<file path="config.mk">
export PLATFORM = sky130hd
export DESIGN_NAME = fifo_wr_arbiter_flat
export DESIGN_NICKNAME = d
export VERILOG_FILES = /design/src/rtl/fifo_wr_arbiter_if.sv /design/src/rtl/fifo_wr_arbiter.sv /design/src/flat_wrapper.sv
export SDC_FILE = /design/constraint.sdc
export NUM_CORES = 1
export LEC_CHECK = 0
export BUFFER_PORTS_ARGS = -buffer_cell sky130_fd_sc_hd__buf_4
export CORE_MARGIN = 2
export CORE_UTILIZATION = 44
export CTS_CLUSTER_SIZE = 12
export DETAILED_ROUTE_END_ITERATION = 10
export GPL_TIMING_DRIVEN = 1
export MAX_ROUTING_LAYER = met4
export PLACE_DENSITY = 0.78
export SLEW_MARGIN = 20
export SYNTH_ARGS = -nofsm -noshare
export SYNTH_HDL_FRONTEND = slang
export SYNTH_SLANG_ARGS = --single-unit
</file>
<file path="constraint.sdc">
create_clock -name clk -period 2.05 [get_ports clk]
set_input_delay 0.1025 -clock clk [delete_from_list [all_inputs] [get_ports clk]]
set_output_delay 0.1025 -clock clk [all_outputs]
set_load 0.05 [all_outputs]
</file>
<file path="src/rtl/fifo_wr_arbiter_if.sv">
// Bundle between NREQ producers, the round-robin write arbiter and one FIFO write port.
// Handshake: producer i holds req[i] with stable data; a word moves when ack[i]=1 at a rising clk edge.
interface fifo_wr_arbiter_if #(
    parameter int NREQ  = 4,
    parameter int WIDTH = 8
);
    localparam int GW = ($clog2(NREQ) > 1) ? $clog2(NREQ) : 1;

    logic [NREQ-1:0]       req;
    logic [NREQ*WIDTH-1:0] req_data;
    logic [NREQ-1:0]       ack;
    logic                  fifo_full;
    logic                  fifo_wr_en;
    logic [WIDTH-1:0]      fifo_data;
    logic [GW-1:0]         grant_id;
    logic                  busy;

    modport master (
        output req, req_data, fifo_full,
        input  ack, fifo_wr_en, fifo_data, grant_id, busy
    );

    modport slave (
        input  req, req_data, fifo_full,
        output ack, fifo_wr_en, fifo_data, grant_id, busy
    );
endinterface

</file>
<file path="src/rtl/fifo_wr_arbiter.sv">
// Round-robin arbiter sharing one FIFO write port among NREQ producers, granting bursts of up
// to BURST words, stalling on fifo_full, and registering the accepted word onto the FIFO pins.
module fifo_wr_arbiter #(
    parameter int NREQ  = 4,
    parameter int WIDTH = 8,
    parameter int BURST = 2
) (
    input  logic                  clk,
    input  logic                  reset,
    fifo_wr_arbiter_if.slave      bus,
    output logic                  dbg_state_o
);
    localparam int GW = ($clog2(NREQ) > 1) ? $clog2(NREQ) : 1;
    localparam int CW = $clog2(BURST) + 1;

    typedef enum logic {IDLE = 1'b0, GRANT = 1'b1} state_e;

    state_e                     state_q, state_d;
    logic [GW-1:0]              last_id_q, last_id_d;
    logic [GW-1:0]              grant_id_q, grant_id_d;
    logic [CW-1:0]              burst_cnt_q, burst_cnt_d;
    logic                       wr_en_q, wr_en_d;
    logic [WIDTH-1:0]           data_q, data_d;

    logic [NREQ-1:0][WIDTH-1:0] words;
    logic                       pick_found;
    logic [GW-1:0]              pick_id;
    logic [GW-1:0]              cand;
    logic                       accept;
    logic [NREQ-1:0]            ack_v;
    logic                       busy_v;

    assign words = bus.req_data;

    // Search downwards so the candidate closest after last_id is the one left standing.
    always_comb begin
        pick_found = 1'b0;
        pick_id    = '0;
        cand       = '0;
        for (int k = NREQ; k >= 1; k--) begin
            cand = GW'((int'(last_id_q) + k) % NREQ);
            if (bus.req[cand]) begin
                pick_found = 1'b1;
                pick_id    = cand;
            end
        end
    end

    always_ff @(posedge clk or posedge reset) begin
        if (reset) begin
            state_q     <= IDLE;
            last_id_q   <= GW'(NREQ - 1);
            grant_id_q  <= '0;
            burst_cnt_q <= '0;
            wr_en_q     <= 1'b0;
            data_q      <= '0;
        end else begin
            state_q     <= state_d;
            last_id_q   <= last_id_d;
            grant_id_q  <= grant_id_d;
            burst_cnt_q <= burst_cnt_d;
            wr_en_q     <= wr_en_d;
            data_q      <= data_d;
        end
    end

    always_comb begin
        state_d     = state_q;
        last_id_d   = last_id_q;
        grant_id_d  = grant_id_q;
        burst_cnt_d = burst_cnt_q;
        wr_en_d     = 1'b0;
        data_d      = data_q;
        case (state_q)
            IDLE: begin
                if (pick_found) begin
                    grant_id_d  = pick_id;
                    burst_cnt_d = '0;
                    state_d     = GRANT;
                end
            end
            GRANT: begin
                if (accept) begin
                    wr_en_d     = 1'b1;
                    data_d      = words[grant_id_q];
                    burst_cnt_d = burst_cnt_q + CW'(1);
                end
                // A full FIFO with the request still up keeps the grant; there is no timeout.
                if ((accept && (burst_cnt_q == CW'(BURST - 1))) || !bus.req[grant_id_q]) begin
                    state_d   = IDLE;
                    last_id_d = grant_id_q;
                end
            end
            default: state_d = IDLE;
        endcase
    end

    always_comb begin
        ack_v  = '0;
        busy_v = 1'b0;
        accept = 1'b0;
        if (state_q == GRANT) begin
            busy_v            = 1'b1;
            accept            = bus.req[grant_id_q] & ~bus.fifo_full;
            ack_v[grant_id_q] = accept;
        end
    end

    assign bus.ack        = ack_v;
    assign bus.busy       = busy_v;
    assign bus.fifo_wr_en = wr_en_q;
    assign bus.fifo_data  = data_q;
    assign bus.grant_id   = grant_id_q;
    assign dbg_state_o    = state_q;
endmodule

</file>
<file path="src/flat_wrapper.sv">
// flat-port wrapper written by rule: the top's interface ports become plain ports
module fifo_wr_arbiter_flat 
#(
    parameter int NREQ  = 4,
    parameter int WIDTH = 8,
    parameter int BURST = 2
)
  (clk, reset, dbg_state_o, bus_req, bus_req_data, bus_fifo_full, bus_ack, bus_fifo_wr_en, bus_fifo_data, bus_grant_id, bus_busy);
  fifo_wr_arbiter_if #(.NREQ(NREQ), .WIDTH(WIDTH)) bus_i ();
  input  logic clk;
  input  logic reset;
  output logic dbg_state_o;
  input wire logic [$bits(bus_i.req)-1:0] bus_req;
  input wire logic [$bits(bus_i.req_data)-1:0] bus_req_data;
  input wire logic [$bits(bus_i.fifo_full)-1:0] bus_fifo_full;
  output wire logic [$bits(bus_i.ack)-1:0] bus_ack;
  output wire logic [$bits(bus_i.fifo_wr_en)-1:0] bus_fifo_wr_en;
  output wire logic [$bits(bus_i.fifo_data)-1:0] bus_fifo_data;
  output wire logic [$bits(bus_i.grant_id)-1:0] bus_grant_id;
  output wire logic [$bits(bus_i.busy)-1:0] bus_busy;
  assign bus_i.req = bus_req;
  assign bus_i.req_data = bus_req_data;
  assign bus_i.fifo_full = bus_fifo_full;
  assign bus_ack = bus_i.ack;
  assign bus_fifo_wr_en = bus_i.fifo_wr_en;
  assign bus_fifo_data = bus_i.fifo_data;
  assign bus_grant_id = bus_i.grant_id;
  assign bus_busy = bus_i.busy;
  fifo_wr_arbiter #(.NREQ(NREQ), .WIDTH(WIDTH), .BURST(BURST)) u_core (.clk(clk), .reset(reset), .bus(bus_i), .dbg_state_o(dbg_state_o));
endmodule
</file>
==> run metrics <==
die width around 53 um; sequential fraction of the synthesis area 37.97%; Sw Ratio 46.91%; Max VDD drop 952.3 uV; # resized after CTS 0; CP Capture Type flop; worst slew pin tran about 0.64 ns; Detailed Route WL 2.695 mm; worst path bufs/invs 1; synth warn 0; Tmin final 1.674 ns; Post-DP HPWL 2.071 mm; top post-synthesis cells by area dfrtp_1 33%, mux2_4 11%, mux4_2 11%, mux4_1 7.4%, dfstp_2 5.0%; clock skew ~0.0029 ns; routed vias/inst roughly 5.4; Slowest cell on crit path dfrtp_1; CP top delay family flip-flops; via count 928; Clk network pwr share 8.9%; vias in the first global route 943; Non-Filler Instances between 150 and 200; final setup fails 0; H-tree levels 1; Core ar. 2255 um2; Synth area leader dfrtp_1; most frequent cells after synthesis 14 x dfrtp_1, 8 x mux2_4, 7 x nand2_1, 7 x nor2_1, 5 x mux4_2; critical path type reg -> reg; CP cell instances nand3b_1, o22ai_2, buf_4, mux2_2; die span in y 53.11 um; I/O Pins 56; Slew Viols, Final 0; Tcrit/Tclk final between 80% and 90%; drt wl/cell ~16 um; initial antenna violation count 0; Worst Path Arrival 1.85 ns; Worst Hold Path EP u_core.bus.grant_id[0]; Reg power frac 26.4%; R2R cell count 4; Logic pwr share 64.6%; Routability Congestion 0.8680; Worst setup SP type flop; most frequent cell after synthesis dfrtp_1; DR iter-0 viols 21; Layout fillers 178; internal reg-to-reg setup slack 0.38 ns; # clock sinks 16; Nets 184; DR pass1 iterations 4; Worst-path clk slew 0.10 ns; Cell Rows 17; hold_sp bus_req[2]; share of layout cells above drive strength 1 58.74%; CTS Buf Count 3; max_cap viols 0; status completed; CTS tree built; cell area after synthesis 1061 um2; slowest cell delay on critical path between 0.5 and 0.6 ns; Rel. slew slack 57.17%; Hold Path Class in -> reg; n_diodes 0; Fin Setup TNS 0 ns; worst-path fanout max 11; Layout area overhead 45.64%; Lkg Pwr 0.7549 nW; port buffer count 55; Synth top area share between 30% and 40%; Post-DRT Antenna Nets 0; worst setup path start u_core.bus.grant_id[1]; Synth async-reset ratio 100.0%; PwrDens 1547 nW/um2; highest clock rate 597.4 MHz; DR DRC count 0; worst path required time 2.23 ns; pin count of the biggest net entering global routing 17; root buf cell clkbuf_4; Placed Cells 166; Post-synth EDFFs 0; Avg Inst Size Synth about 12 um2; launching point of the worst reg2reg path u_core.bus.grant_id[1]; grt ovf 0; RSZ-0062 raised after global routing no; Final Hold Viols 0; Hold Path Depth 3; first-pass GRT wire length ~4.1 mm; synthesized net count 125; R2R Path End u_core.bus.fifo_data[3]; Distinct cells, synth 33; Yosys reg bits 16; Power Internal about 0.0013 W; NetSw 0.001121 W; Gate Count Post-Synth 85; Synth Flop Type dfrtp_1; GRT Total Usage 20.68%; die area 2820 um2; Max clock buf depth 2; Initial Util 47.06%; Worst-Skew Late Latency 0.28 ns
==> per-layer routing <==
layer	GRT usage [%]	wire [um]	vias to the layer above
met5	-	0	-
met4	3.846	0	0
met3	2.825	202	0
met2	37.92	1427	41
met1	24.28	1065	456
li1	-	-	431
==> area by class of cell <==
type / count / area (um2) / area share [%]
clock buffers: 4 / 36.28 / 2.348
multi-input cells: 60 / 606.8 / 39.27
repair buffers: 60 / 452.9 / 29.31
inverters: 3 / 11.26 / 0.7287
flip-flops and latches: 16 / 402.9 / 26.07
well taps: 28 / 35.03 / 2.267
==> kinds of logic (layout without fill, tap and decap cells) <==
logic type	after synthesis	in the layout	share of synthesized area (%)
adder cells (fa/ha/maj)	1	1	1.179
buffers and inverters	9	67	5.777
AO/OA/AOI/OAI	12	12	8.491
AND/OR/NAND/NOR	26	26	12.26
multiplexers	21	21	34.32
flip-flops	16	16	37.97
==> cell usage in the layout (no fill, tap or decap), drive strengths merged <==
cell type | Yosys | layout
clkbuf | 0 | 4
nand3b | 1 | 1
nor2 | 7 | 7
nor3 | 1 | 1
o31ai | 1 | 1
o22ai | 1 | 1
mux2i | 3 | 3
nor2b | 2 | 2
dlygate4sd3 | 0 | 1
or3b | 1 | 1
nand2b | 3 | 3
o32a | 1 | 1
dfrtp | 14 | 14
nor3b | 2 | 2
buf | 6 | 59
nand3 | 2 | 2
nand2 | 7 | 7
a21boi | 2 | 2
dfstp | 2 | 2
a31oi | 1 | 1
a21o | 2 | 2
o22a | 1 | 1
mux2 | 10 | 10
o21ai | 1 | 1
ha | 1 | 1
inv | 3 | 3
mux4 | 8 | 8
a21oi | 2 | 2
==> worst max-delay path by stage <==
stage	end	slack [ns]	cells past startpoint
6_report	u_core.bus.fifo_data[3]	0.38	4
5_1_grt	u_core.bus.fifo_data[3]	0.28	4
2_1_floorplan	bus_ack[2]	0.20	3
3_3_place_gp	u_core.bus.fifo_data[3]	0.47	4
3_5_place_dp	u_core.bus.fifo_data[3]	0.41	4
4_1_cts	u_core.bus.fifo_data[3]	0.40	4
==> through the flow <==
stage / util [%] / setup slack, ns / hold WS, ns / power [W] / instance area [um2]
after floorplan: - / 0.1979 / 0.01481 / 0.001791 / 1071
after global placement: 66.48 / 0.4689 / 0.2109 / 0.002145 / 1499
after detailed placement: 66.48 / 0.4111 / 0.2280 / 0.002176 / 1499
after CTS: 68.54 / 0.3959 / 0.2371 / 0.002394 / 1545
after global routing: 68.54 / 0.2821 / 0.2632 / 0.002510 / 1545
final: 68.54 / 0.3761 / 0.2326 / 0.002390 / 1545
==> power by group through the flow <==
stage | logic, W | clock network, W | registers [W]
after detailed placement | 0.00154 | 0 | 0.000633
after floorplan | 0.000807 | 0 | 0.000984
final | 0.00154 | 0.000214 | 0.000632
after global placement | 0.00152 | 0 | 0.000627
after global routing | 0.00163 | 0.000226 | 0.000654
after CTS | 0.00155 | 0.000215 | 0.000627
==> worst reg2reg max path, delay by kind of cell (launching register included) <==
kind                   cells  cell delay [ns]
flip-flops                 1             0.58
buffers and inverters      1             0.25
AO/OA/AOI/OAI              1             0.17
multiplexers               1             0.35
AND/OR/NAND/NOR            1             0.21
==> sequential cells by signal (all words and copies together), names as in the netlist <==
name / count
u_core.bus.fifo_wr_en: 1
u_core.dbg_state_o: 1
u_core.bus.fifo_data: 8
u_core.burst_cnt_q: 2
u_core.last_id_q: 2
u_core.bus.grant_id: 2
==> what timing repair did <==
item,4_1_cts,5_1_grt
hold endpoints to repair,14,0
hold buffers,1,0
setup buffers,0,0
(Power assumes the default switching activity.)
